File: src/rtl/lbm_pkg.sv
`default_nettype none
// lbm_pkg: shared LBM sequencer types, lattice defaults and boundary helper.
package lbm_pkg;

  typedef enum logic {
    PH_COLLIDE = 1'b0,
    PH_STREAM  = 1'b1
  } phase_t;

  typedef enum logic [2:0] {
    ST_IDLE    = 3'd0,
    ST_COLLIDE = 3'd1,
    ST_DRAIN_C = 3'd2,
    ST_STREAM  = 3'd3,
    ST_DRAIN_S = 3'd4,
    ST_STEP    = 3'd5,
    ST_DONE    = 3'd6
  } seq_state_t;

  localparam int LBM_NX       = 64;
  localparam int LBM_NY       = 32;
  localparam int LBM_MAX_TIME = 100;

  function automatic logic is_boundary(input int x, input int y, input int nx, input int ny);
    return (x == 0) || (x == nx - 1) || (y == 0) || (y == ny - 1);
  endfunction

endpackage
`default_nettype wire

File: src/rtl/lbm_node_scanner.sv
`default_nettype none
// lbm_node_scanner: raster x/y lattice counter, x fastest; shared by both sweep phases.
// With LBM_BOUNDARY_FLAG_EN the next-cycle coordinates are also exported.
module lbm_node_scanner #(
  parameter int NX = 4,
  parameter int NY = 2,
  localparam int X_W = $clog2(NX),
  localparam int Y_W = $clog2(NY)
) (
  input  logic           Clk,
  input  logic           Reset,
  input  logic           clr,
  input  logic           adv,
  output logic [X_W-1:0] x,
  output logic [Y_W-1:0] y,
`ifdef LBM_BOUNDARY_FLAG_EN
  output logic [X_W-1:0] x_nxt,
  output logic [Y_W-1:0] y_nxt,
`endif
  output logic           last
);

  localparam logic [X_W-1:0] X_MAX = X_W'(NX - 1);
  localparam logic [Y_W-1:0] Y_MAX = Y_W'(NY - 1);

  logic [X_W-1:0] x_q, x_d;
  logic [Y_W-1:0] y_q, y_d;

  always_comb begin
    x_d = x_q;
    y_d = y_q;
    if (clr) begin
      x_d = '0;
      y_d = '0;
    end else if (adv) begin
      if (x_q == X_MAX) begin
        x_d = '0;
        y_d = (y_q == Y_MAX) ? '0 : y_q + 1'b1;
      end else begin
        x_d = x_q + 1'b1;
      end
    end
  end

  always_ff @(posedge Clk or negedge Reset) begin
    if (!Reset) begin
      x_q <= '0;
      y_q <= '0;
    end else begin
      x_q <= x_d;
      y_q <= y_d;
    end
  end

  assign x    = x_q;
  assign y    = y_q;
  assign last = (x_q == X_MAX) && (y_q == Y_MAX);
`ifdef LBM_BOUNDARY_FLAG_EN
  assign x_nxt = x_d;
  assign y_nxt = y_d;
`endif

endmodule
`default_nettype wire

File: src/rtl/lbm_step_sequencer.sv
`default_nettype none
// lbm_step_sequencer: per time step, a COLLIDE raster sweep then a STREAM sweep, then a step_inc pulse.
// Define LBM_BOUNDARY_FLAG_EN to add the registered node_boundary output.
module lbm_step_sequencer
  import lbm_pkg::*;
#(
  parameter int NX               = LBM_NX,
  parameter int NY               = LBM_NY,
  parameter int MAX_TIME         = LBM_MAX_TIME,
  parameter int TIME_COUNT_WIDTH = $clog2(MAX_TIME),
  localparam int X_W = $clog2(NX),
  localparam int Y_W = $clog2(NY)
) (
  input  logic                      Clk,
  input  logic                      Reset,
  input  logic                      start,
  input  logic [TIME_COUNT_WIDTH:0] time_count,
  input  logic                      pipe_idle,
  input  logic                      node_ready,
  output logic                      node_valid,
  output logic [X_W-1:0]            node_x,
  output logic [Y_W-1:0]            node_y,
  output phase_t                    phase,
  output logic                      step_inc,
  output logic                      busy,
  output logic                      done
`ifdef LBM_BOUNDARY_FLAG_EN
  ,
  output logic                      node_boundary
`endif
);

  localparam logic [TIME_COUNT_WIDTH:0] TC_MAX  = (TIME_COUNT_WIDTH + 1)'(MAX_TIME);
  localparam logic [TIME_COUNT_WIDTH:0] TC_LAST = (TIME_COUNT_WIDTH + 1)'(MAX_TIME - 1);

  seq_state_t state_q, state_d;
  phase_t     phase_q, phase_d;
  logic       node_valid_q, node_valid_d;
  logic       step_inc_q, step_inc_d;
  logic       busy_q, busy_d;
  logic       done_q, done_d;
  logic       scan_clr, scan_adv, scan_last, xfer;

`ifdef LBM_BOUNDARY_FLAG_EN
  logic [X_W-1:0] x_nxt;
  logic [Y_W-1:0] y_nxt;
  logic           node_boundary_q, node_boundary_d;
`endif

  lbm_node_scanner #(
    .NX(NX),
    .NY(NY)
  ) u_scanner (
    .Clk  (Clk),
    .Reset(Reset),
    .clr  (scan_clr),
    .adv  (scan_adv),
    .x    (node_x),
    .y    (node_y),
`ifdef LBM_BOUNDARY_FLAG_EN
    .x_nxt(x_nxt),
    .y_nxt(y_nxt),
`endif
    .last (scan_last)
  );

  assign xfer = node_valid_q && node_ready;

  always_comb begin
    state_d  = state_q;
    phase_d  = phase_q;
    scan_clr = 1'b0;
    scan_adv = 1'b0;
    case (state_q)
      ST_IDLE: begin
        if (start) begin
          scan_clr = 1'b1;
          if (time_count == TC_MAX) begin
            state_d = ST_DONE;
          end else begin
            state_d = ST_COLLIDE;
            phase_d = PH_COLLIDE;
          end
        end
      end
      ST_COLLIDE, ST_STREAM: begin
        // The final transfer wraps the scanner back to (0,0) on its own.
        if (xfer) begin
          scan_adv = 1'b1;
          if (scan_last) state_d = (state_q == ST_COLLIDE) ? ST_DRAIN_C : ST_DRAIN_S;
        end
      end
      ST_DRAIN_C: begin
        if (pipe_idle) begin
          state_d = ST_STREAM;
          phase_d = PH_STREAM;
        end
      end
      ST_DRAIN_S: begin
        if (pipe_idle) state_d = ST_STEP;
      end
      ST_STEP: begin
        // time_count has not yet absorbed this step's increment.
        if (time_count == TC_LAST) begin
          state_d = ST_DONE;
        end else begin
          state_d = ST_COLLIDE;
          phase_d = PH_COLLIDE;
        end
      end
      ST_DONE: state_d = ST_DONE;
      default: state_d = ST_IDLE;
    endcase

    node_valid_d = (state_d == ST_COLLIDE) || (state_d == ST_STREAM);
    step_inc_d   = (state_d == ST_STEP);
    busy_d       = (state_d != ST_IDLE) && (state_d != ST_DONE);
    done_d       = (state_d == ST_DONE);
`ifdef LBM_BOUNDARY_FLAG_EN
    node_boundary_d = node_valid_d && is_boundary(int'(x_nxt), int'(y_nxt), NX, NY);
`endif
  end

  always_ff @(posedge Clk or negedge Reset) begin
    if (!Reset) begin
      state_q      <= ST_IDLE;
      phase_q      <= PH_COLLIDE;
      node_valid_q <= 1'b0;
      step_inc_q   <= 1'b0;
      busy_q       <= 1'b0;
      done_q       <= 1'b0;
    end else begin
      state_q      <= state_d;
      phase_q      <= phase_d;
      node_valid_q <= node_valid_d;
      step_inc_q   <= step_inc_d;
      busy_q       <= busy_d;
      done_q       <= done_d;
    end
  end

`ifdef LBM_BOUNDARY_FLAG_EN
  always_ff @(posedge Clk or negedge Reset) begin
    if (!Reset) node_boundary_q <= 1'b0;
    else        node_boundary_q <= node_boundary_d;
  end
  assign node_boundary = node_boundary_q;
`endif

  assign node_valid = node_valid_q;
  assign phase      = phase_q;
  assign step_inc   = step_inc_q;
  assign busy       = busy_q;
  assign done       = done_q;

endmodule
`default_nettype wire
File: config.mk
export PLATFORM = sky130hd
export DESIGN_NAME = lbm_step_sequencer
export DESIGN_NICKNAME = d
export VERILOG_FILES = /design/src/rtl/lbm_pkg.sv /design/src/rtl/lbm_node_scanner.sv /design/src/rtl/lbm_step_sequencer.sv
export SDC_FILE = /design/constraint.sdc
export NUM_CORES = 1
export LEC_CHECK = 0
export ABC_AREA = 1
export CAP_MARGIN = 20
export CORE_MARGIN = 2
export CORE_UTILIZATION = 44
export CTS_CLUSTER_DIAMETER = 60
export DETAILED_ROUTE_END_ITERATION = 16
export PLACE_DENSITY_LB_ADDON = 0.1
export SYNTH_ARGS = -nofsm -noshare
export SYNTH_HDL_FRONTEND = slang
export SYNTH_SLANG_ARGS = --single-unit
File: constraint.sdc
create_clock -name Clk -period 1.9 [get_ports Clk]
set_clock_uncertainty 0.1 [all_clocks]
set_input_delay 0.38 -clock Clk [delete_from_list [all_inputs] [get_ports Clk]]
set_output_delay 0.38 -clock Clk [all_outputs]
set_load 0.02 [all_outputs]
Word-level counts from Yosys, hierarchy flattened

Index checks and enable logic that the tools add are counted.

Bits in registers: 19
Bits in latches: 0
RAM bits: 0
Memory bits (read-only): 0
Bits of input ports: 13
Output and inout bits: 16
Word-level logic and storage cells: 66
Memories kept: 0

$add $sub $neg: 2
Multipliers: 0
Div/mod/pow operators: 0
$lt $le $gt $ge: 0
Eq/ne operators: 19
Shifts and indexed selects: 0
Mux-type cells: 25
Bitwise operators: 0
Reduce and logical (&&, ||, !) cells: 12

Operators by type and width:

| operator            | count |
|---|---|
| $mux 3              | 8 |
| $mux 5              | 4 |
| $mux 6              | 3 |
| $pmux 3 s6          | 1 |
| $eq 8x7->1 const B  | 2 |
| $eq 3x3->1 const B  | 5 |
| $eq 3x2->1 const B  | 3 |
| $mux 1              | 8 |
| $ne 2x2->1 const B  | 4 |
| $add 6x1->6 const B | 1 |
| $eq 3x1->1 const B  | 2 |
| $eq 6x6->1 const B  | 1 |
| $reduce_bool 3->1   | 2 |
| $add 5x1->5 const B | 1 |
| $eq 5x5->1 const B  | 1 |
| $reduce_and 5->1    | 1 |
| $reduce_bool 2->1   | 2 |
| $logic_and 1x1->1   | 3 |
| $logic_not 3->1     | 1 |
| $ne 3x3->1 const B  | 1 |
| $pmux 1 s3          | 1 |
| $reduce_and 2->1    | 1 |
| $reduce_or 2->1     | 1 |
| $logic_or 1x1->1    | 1 |

Logic depth before layout (Yosys ltp)

Gate-level depths: netlist (run 1).

Depth in word-level cells: 7
Mapped depth: 12
Depth with buffers taken out: 12

Modules after synthesis

Synthesis (run 1) repeated with hierarchy kept, for this count alone.

Cell total of the unflattened synthesis: 171
Area, all modules: 1,260.0 µm²

Modules (own cells, without submodules):

| module             | times used | cells an instance | area each (µm²) | sequential area each (µm²) |
|---|---|---|---|---|
| lbm_node_scanner   | 1          | 86                | 654.4           | 275.3 |
| lbm_step_sequencer | 1          | 85                | 605.6           | 200.2 |

Worst setup path after synthesis (run 1)

Ideal clock, no wire load.

Kind: register to register
Start: reg u_scanner.y_q[0] (netlist: u_scanner.y[0])
End: reg busy_q (netlist: busy)
Library setup time: 0.116 ns
Data arrival time: 1.729 ns
Required time: 1.684 ns
Setup slack: -0.046 ns
Cell stages (with the launch flop): 12
Path buffers: 0
Clock period less this slack: 1.946 ns
Path through: dfrtp_1 ha_1 inv_1 nor3_1 ha_1 inv_1 nor3_1 nand2_1 nand3_1 nand3_1 nand2_1 nand2_1

Longest elaborated chain between the ends: 7
Elaborated cells on any way between the ends: 8
Those cells by class: 2 x eq/ne; 3 x mux; 3 x reduce/logical

Ends and longest elaborated chain:

| what                                                   | RTL line                  | source |
|---|---|---|
| from (decl)                                            | lbm_node_scanner.sv:27    | `logic [Y_W-1:0] y_q, y_d;` |
| from (signal assigned)                                 | lbm_node_scanner.sv:51    | `y_q <= y_d;` |
| $eq 5x5->1 (*)                                         | lbm_node_scanner.sv:57    | `assign last = (x_q == X_MAX) && (y_q == Y_MAX);` |
| $logic_and 1x1->1 (*)                                  | lbm_node_scanner.sv:57    |  |
| $mux 3 (*)                                             | lbm_step_sequencer.sv:90  | `if (scan_last) state_d = (state_q == ST_COLLIDE) ? ST_DRAIN_C : ST_DRAIN_S;` |
| $mux 3 (*)                                             | lbm_step_sequencer.sv:88  | `if (xfer) begin` |
| $pmux 3 s6 (*)                                         | lbm_step_sequencer.sv:74  | `case (state_q)` |
| $ne 3x3->1 / $reduce_bool 3->1 (equally long branches) | lbm_step_sequencer.sv:117 | `busy_d = (state_d != ST_IDLE) && (state_d != ST_DONE);` |
| $logic_and 1x1->1 (*)                                  | lbm_step_sequencer.sv:117 |  |
| named net busy_d                                       | lbm_step_sequencer.sv:40  | `logic busy_q, busy_d;` |
| to (signal assigned)                                   | lbm_step_sequencer.sv:137 | `busy_q <= busy_d;` |
| to (decl)                                              | lbm_step_sequencer.sv:40  |  |

Mark *: on every way through the listed nets, which the timed path passes. The rest lies on a longest branch.
A chain may end at the register's enable or synchronous reset.

Worst setup path in the final report (run 1)

Start: reg u_scanner.x_q[4] (netlist: u_scanner.x[4])
End: out node_x[4]

RTL lines:

| what                   | RTL line                 | source |
|---|---|---|
| from (decl)            | lbm_node_scanner.sv:26   | `logic [X_W-1:0] x_q, x_d;` |
| from (signal assigned) | lbm_node_scanner.sv:47   | `x_q <= '0;` |
| from (signal assigned) | lbm_node_scanner.sv:50   | `x_q <= x_d;` |
| to (decl)              | lbm_step_sequencer.sv:21 | `output logic [X_W-1:0] node_x,` |

No word-level cell between the ends.

==> qor.csv, run 1 <==
stage,metric,value,unit
run_status,status,"complete, no violations",
pwr,ir_worst_vdd,829,uV
yosys,synth_nets,184,
grt,grtUsageTotal,17.4,%
route,wl_per_cell,10.9,um
grt,overflow,0,
yosys,ys_seq_elements,19,
sta,rsz0062_at_grt,true,
yosys,syn_inst,168,
yosys,synth_fa_ha_area_share,3.01,%
final_layout,final_util,60.6,%
floorplan,die_x,57.3,um
sta,fmaxAchievable,548,MHz
clocking,clock_latency,0.29,ns
clocking,clockBufferDepth,2,
setup_path,critical_path_buf_inv_count,1,
min_path,hold_class,in -> async,
yosys,ys_types,28,
final_layout,fin_nets,223,
yosys,synth_area,1250,um2
sta,tightest_slew,0.336,ns
yosys,synth_compound_area_share,8.32,%
route,firstDrtPassIters,4,
clocking,cts_tree,yes,
sta,fin_ws,0.0751,ns
grt,grt_start_max_net_pins,20,
setup_path,critPathKind,reg -> out,
sta,final-setup-viol-count,0,
sta,period_needed,1.82,ns
route,dr.first_iter.drc_count,25,
flow_run,drv_cap,0,
setup_path,start_kind,flip-flop,
setup_path,crit_chain,clkdlybuf4s50_1,
floorplan,initial_core_util,45.7,%
pwr,p_leak,0.862,nW
yosys,synth_top_family_by_area,simple AND/OR/NAND/NOR gates,
pwr,power.share.sequential,34.5,%
pwr,p_sw,0.000789,W
clocking,cts_inserted_buffers,3,
setup_path,path_delay_family,buffers and inverters,
setup_path,critical_path.max_stage_delay,0.63,ns
route,vias,1171,
clocking,cts_max_level,1,
place,post-place-ws,-0.0434,ns
clocking,cts.sinks,19,
route,wl,2570,um
sta,max_slew_margin,77.6,%
sta,finalSetupTns,0,ns
place,port_buffers,28,
yosys,yosys_warnings,0,
clocking,root_buffer,clkbuf_4,
floorplan,fp.dieH,57.3,um
route,drc,0,
yosys,synthSimpleGateAreaFrac,38.9,%
route,ant_nets,0,
grt,grt_pass1_vias,1097,
floorplan,ios,29,
setup_path,critPathMaxFanout,5,
place,place_congestion,0.831,
pwr,p_per_area,1080,nW/um2
final_layout,synthToLayoutAreaGrowth,32.8,%
clocking,post-cts-setup-buffers,0,
sta,drv_slew,0,
setup_path,end_kind,output port,
yosys,synth.avg_cell_area,7.43,um2
route,viasPerCell,4.94,
setup_path,slowest_stage,clkdlybuf4s50_1,
pwr,combPwrFrac,54.1,%
floorplan,rows,19,
yosys,synth_xor_xnor_area_share,1.40,%
final_layout,drive_above_1_share,18.0,%
setup_path,cp_data_required_time,1.42,ns
place,dp_hpwl,2150,um
yosys,synth_seq_area_share,38.1,%
setup_path,crit_arrival,1.34,ns
pwr,power_frac_clock,11.4,%
grt,grt_pass1_wl,4530,um
pwr,power.internal,0.00100,W
yosys,synth.area.mux_share,0,%
clocking,clk_pin_slew,0.11,ns
floorplan,core_area,2730,um2
grt,grt_antenna_before_repair,0,
floorplan,dieArea,3280,um2
sta,hold_viol,0,
pwr,switching_share,44.0,%
sta,period_share,96.0,%
clocking,ctsHoldBuffers,0,
final_layout,diodes,0,
[registers in the layout, indices dropped and copies added (netlist names)]
register     count
busy             1
done             1
node_valid       1
phase            1
state_q          3
step_inc         1
u_scanner.x      6
u_scanner.y      5
[final timing paths]
| path | cells past startpoint | endpoint | slack (ns) | start |
|---|---|---|---|---|
| max | 1 | node_x[4] | 0.08 | u_scanner.x[4]$_DFFE_PN0P_ |
| min | 2 | u_scanner.x[5]$_DFFE_PN0P_ | 0.30 | Reset |
| max reg2reg | 11 | busy$_DFF_PN0_ | 0.14 | u_scanner.y[1]$_DFFE_PN0P_ |
| min reg2reg | 2 | phase$_DFFE_PN0P_ | 0.39 | phase$_DFFE_PN0P_ |
| max in group asynchronous | 2 | u_scanner.y[0]$_DFFE_PN0P_ | 1.18 | Reset |
| min in group Clk | 2 | phase$_DFFE_PN0P_ | 0.39 | phase$_DFFE_PN0P_ |
[per-layer routing]
| layer | track usage (%) | vias to the layer above | part of all wire (%) |
|---|---|---|---|
| met5 | 0 | - | 0 |
| met4 | 4.98 | 0 | 0.70 |
| met3 | 2.95 | 2 | 4.4 |
| met2 | 29.7 | 31 | 48 |
| met1 | 22.7 | 532 | 47 |
| li1 | - | 606 | - |
[power groups by stage]
stage               sequential [W]  combinational (W)  clock [W]
floorplan                 0.000721           0.000526          0
global placement          0.000623           0.000960          0
detailed placement        0.000627           0.000975          0
CTS                       0.000618           0.000975   0.000212
global route              0.000635            0.00108   0.000230
finish                    0.000618           0.000971   0.000205
[area by class of cell]
cell class / count / area, um2
fillers: 258 / 1080
clock buffers: 3 / 22.5
multi-input cells: 118 / 659
well taps: 31 / 38.8
flip-flops and latches: 19 / 478
inverters: 30 / 118
clock inverters: 1 / 5.00
repair buffers: 35 / 337
[worst reg2reg max path: cells and delay by family, from the launching register on]
family | cells | cell delay, ns
buffers and inverters | 2 | 0.12
adder cells (fa/ha/maj) | 2 | 0.39
flip-flops | 1 | 0.38
AND/OR/NAND/NOR | 7 | 0.68
[cells in the final DEF (no fill, tap or decap)]
cell,count
clkbuf_4,3
a21oi_1,5
nor2_4,1
a32o_1,1
o31ai_1,1
nand2_2,4
dfrtp_2,2
nand3_2,1
nor3_1,1
nand4_1,3
inv_2,4
o21ai_2,1
buf_4,7
inv_4,2
ha_1,1
xor2_1,2
clkinv_2,1
inv_1,24
ha_2,2
a22oi_2,1
o21ai_0,4
nand2_4,3
nor3_2,3
dlymetal6s2s_1,2
nand2_1,41
clkdlybuf4s50_1,25
dfrtp_1,17
dlygate4sd2_1,1
nor2_8,2
o21a_1,1
nor2_1,20
nand3b_1,1
nand3_1,17
o211ai_1,1
o21ai_1,1
[through the flow]
stage / instances / cell area (um2) / hold slack (ns) / total power (W)
2_1_floorplan: 168 / 1250 / -0.0156 / 0.00125
3_3_place_gp: 233 / 1610 / 0.357 / 0.00158
3_5_place_dp: 233 / 1610 / 0.369 / 0.00160
4_1_cts: 237 / 1640 / 0.302 / 0.00181
5_1_grt: 237 / 1660 / 0.333 / 0.00195
6_report: 237 / 1660 / 0.302 / 0.00179
[kinds of logic (layout without fill, tap and decap cells)]
kind of cell	after synthesis	after routing
AO/OA/AOI/OAI	16	16
XOR/XNOR	2	2
adder cells (fa/ha/maj)	3	3
buffers and inverters	31	69
flip-flops	19	19
AND/OR/NAND/NOR	97	97
[Yosys cell counts, drive strengths merged]
library cell | number | share of area (%)
a21oi | 5 | 2.0
a22oi | 1 | 1.0
a32o | 1 | 0.80
buf | 1 | 0.90
dfrtp | 19 | 38
ha | 3 | 3.0
inv | 30 | 9.4
nand2 | 48 | 17
nand3 | 18 | 7.6
nand3b | 1 | 0.60
nand4 | 3 | 1.5
nor2 | 23 | 10
nor3 | 4 | 2.0
o211ai | 1 | 0.60
o21a | 1 | 0.60
o21ai | 6 | 2.7
o31ai | 1 | 0.60
xor2 | 2 | 1.4
[what timing repair did]
item | 4_1_cts | 5_1_grt
resized for setup | 2 | 5
pin swaps | 0 | 1
setup endpoints to repair | 2 | 5
No activity file was read; power rests on OpenSTA's default activity.
==> run 2, diff against run 1 <==
Settings changed: SKIP_CTS_REPAIR_TIMING set to 1.
==> run 2 against run 1 <==
Against the previous run:
- first-iteration DRC count unchanged
- worst setup slack about the same
- clock power is essentially flat
- sequential power hardly changed
- combinational power barely moved
- count of clock-buffer cells in the layout stayed put
- via count unchanged
- non-clock buffer count is the same
- register-to-register slack about the same
- design area is 0.23% higher
==> qor.csv, run 2 (synthesized netlist as in run 1, its figures left out) <==
stage,metric,value,unit,change
clocking,clockBufferDepth,2,,unchanged
pwr,finalPower,0.00179,W,about the same
clocking,clk_pin_slew,0.11,ns,about the same
route,wl,2570,um,about the same
grt,grt_start_max_net_pins,20,,unchanged
grt,grt_pass1_vias,1097,,unchanged
route,route.top_layer_used,met4,,
final_layout,fin_nets,223,,unchanged
route,wl_met2,1240,um,unchanged
sta,rsz0062_at_grt,true,,
setup_path,worstSetupPathDepth,1,,unchanged
grt,grtUsageTotal,17.4,%,unchanged
sta,period_share,96.0,%,about the same
floorplan,fp.dieH,57.3,um,unchanged
final_layout,instances_no_fill,237,,unchanged
setup_path,critPathKind,reg -> out,,
setup_path,critical_path.max_stage_delay,0.63,ns,about the same
sta,final-setup-viol-count,0,,unchanged
clocking,root_buffer,clkbuf_4,,
clocking,cts_max_level,1,,unchanged
clocking,cts_tree,yes,,
route,ant_nets,0,,unchanged
route,viasPerCell,4.94,,unchanged
floorplan,core_area,2730,um2,unchanged
setup_path,start_kind,flip-flop,,
route,met3_length,117,um,+2.6%
min_path,hold_class,in -> async,,
route,wl_met1,1200,um,about the same
setup_path,crit_chain,clkdlybuf4s50_1,,
place,dp.cells,233,,unchanged
route,vias,1171,,unchanged
flow_run,drv_cap,0,,unchanged
setup_path,worstRegToRegCells,11,,unchanged
sta,drv_slew,0,,unchanged
final_layout,largest_register_ffs,6,,unchanged
clocking,cts_inserted_buffers,3,,unchanged
setup_path,end_kind,output port,,
final_layout,diodes,0,,unchanged
grt,grt_pass1_wl,4530,um,unchanged
floorplan,ios,29,,unchanged
floorplan,dieArea,3280,um2,unchanged
setup_path,cp_data_required_time,1.42,ns,about the same
grt,grt_antenna_before_repair,0,,unchanged
setup_path,critPathMaxFanout,5,,unchanged
run_status,status,"complete, no violations",,
sta,period_needed,1.82,ns,+0.0000756 ns
route,firstDrtPassIters,4,,unchanged
final_layout,mostFrequentLayoutCell,nand2_1,,
setup_path,slowest_stage,clkdlybuf4s50_1,,
pwr,p_per_area,1080,nW/um2,-0.20%
place,place_congestion,0.831,,unchanged
route,dr.first_iter.drc_count,25,,unchanged
floorplan,rows,19,,unchanged
clocking,clock_latency,0.29,ns,about the same
place,port_buffers,28,,unchanged
setup_path,crit_arrival,1.34,ns,about the same
sta,max_slew_margin,77.6,%,unchanged
route,drc,0,,unchanged
final_layout,final_cell_mix,"nand2_1 (41), clkdlybuf4s50_1 (25), inv_1 (24)",,
floorplan,die_x,57.3,um,unchanged
final_layout,synthToLayoutAreaGrowth,33.1,%,
grt,overflow,0,,unchanged
setup_path,critical_path_buf_inv_count,1,,unchanged
pwr,p_leak,0.876,nW,+1.6%
pwr,ir_worst_vdd,829,uV,about the same
place,dp_hpwl,2150,um,unchanged
clocking,cts.sinks,19,,unchanged
sta,fmaxAchievable,548,MHz,about the same
setup_path,path_delay_family,buffers and inverters,,
sta,tightest_slew,0.336,ns,unchanged
route,wl_per_cell,10.9,um,about the same
final_layout,drive_above_1_share,18.0,%,unchanged
final_layout,n_fill_cell,256,,-0.78%
sta,hold_viol,0,,unchanged
floorplan,initial_core_util,45.7,%,unchanged
[run 2: worst paths after layout]
| check | from | endpoint | slack (ns) |
|---|---|---|---|
| worst min register to register | phase$_DFFE_PN0P_ | phase$_DFFE_PN0P_ | 0.39 |
| worst max register to register | u_scanner.y[1]$_DFFE_PN0P_ | busy$_DFF_PN0_ | 0.14 |
| max in group asynchronous | Reset | u_scanner.y[0]$_DFFE_PN0P_ | 1.18 |
| worst max-delay path | u_scanner.x[4]$_DFFE_PN0P_ | node_x[4] | 0.08 |
| min in group Clk | phase$_DFFE_PN0P_ | phase$_DFFE_PN0P_ | 0.39 |
| worst min-delay path | Reset | u_scanner.x[5]$_DFFE_PN0P_ | 0.30 |
[run 2: per-stage QoR]
step / TNS [ns] / setup WS [ns] / cell area (um2) / util (%) / hold slack, ns
after floorplan: 0 / 0.0407 / 1250 / - / -0.0156
after global placement: -0.0396 / -0.0396 / 1610 / 58.9 / 0.357
after detailed placement: -0.0434 / -0.0434 / 1610 / 58.9 / 0.369
after CTS: -0.00600 / -0.00569 / 1640 / 60.0 / 0.302
after global routing: 0 / 0.00135 / 1660 / 60.8 / 0.333
final: 0 / 0.0751 / 1660 / 60.8 / 0.302
[run 2: layer usage]
metal,track usage [%],up-vias
li1,-,606
met5,0,-
met2,29.7,31
met3,2.95,2
met4,4.98,0
met1,22.7,532
[run 2: final cells by class]
class | instances | area (um2) | area share (%)
clock buffers | 3 | 22.5 | 1.36
clock inverters | 1 | 5.00 | 0.301
inverters | 30 | 118 | 7.08
multi-input cells | 118 | 659 | 39.7
flip-flops and latches | 19 | 478 | 28.8
well taps | 31 | 38.8 | 2.33
repair buffers | 35 | 340 | 20.5
[run 2: power breakdown]
part | internal [W] | switching, W
Sequential | 0.000515 | 0.000103
Clock | 0.0000783 | 0.000126
Combinational | 0.000411 | 0.000560
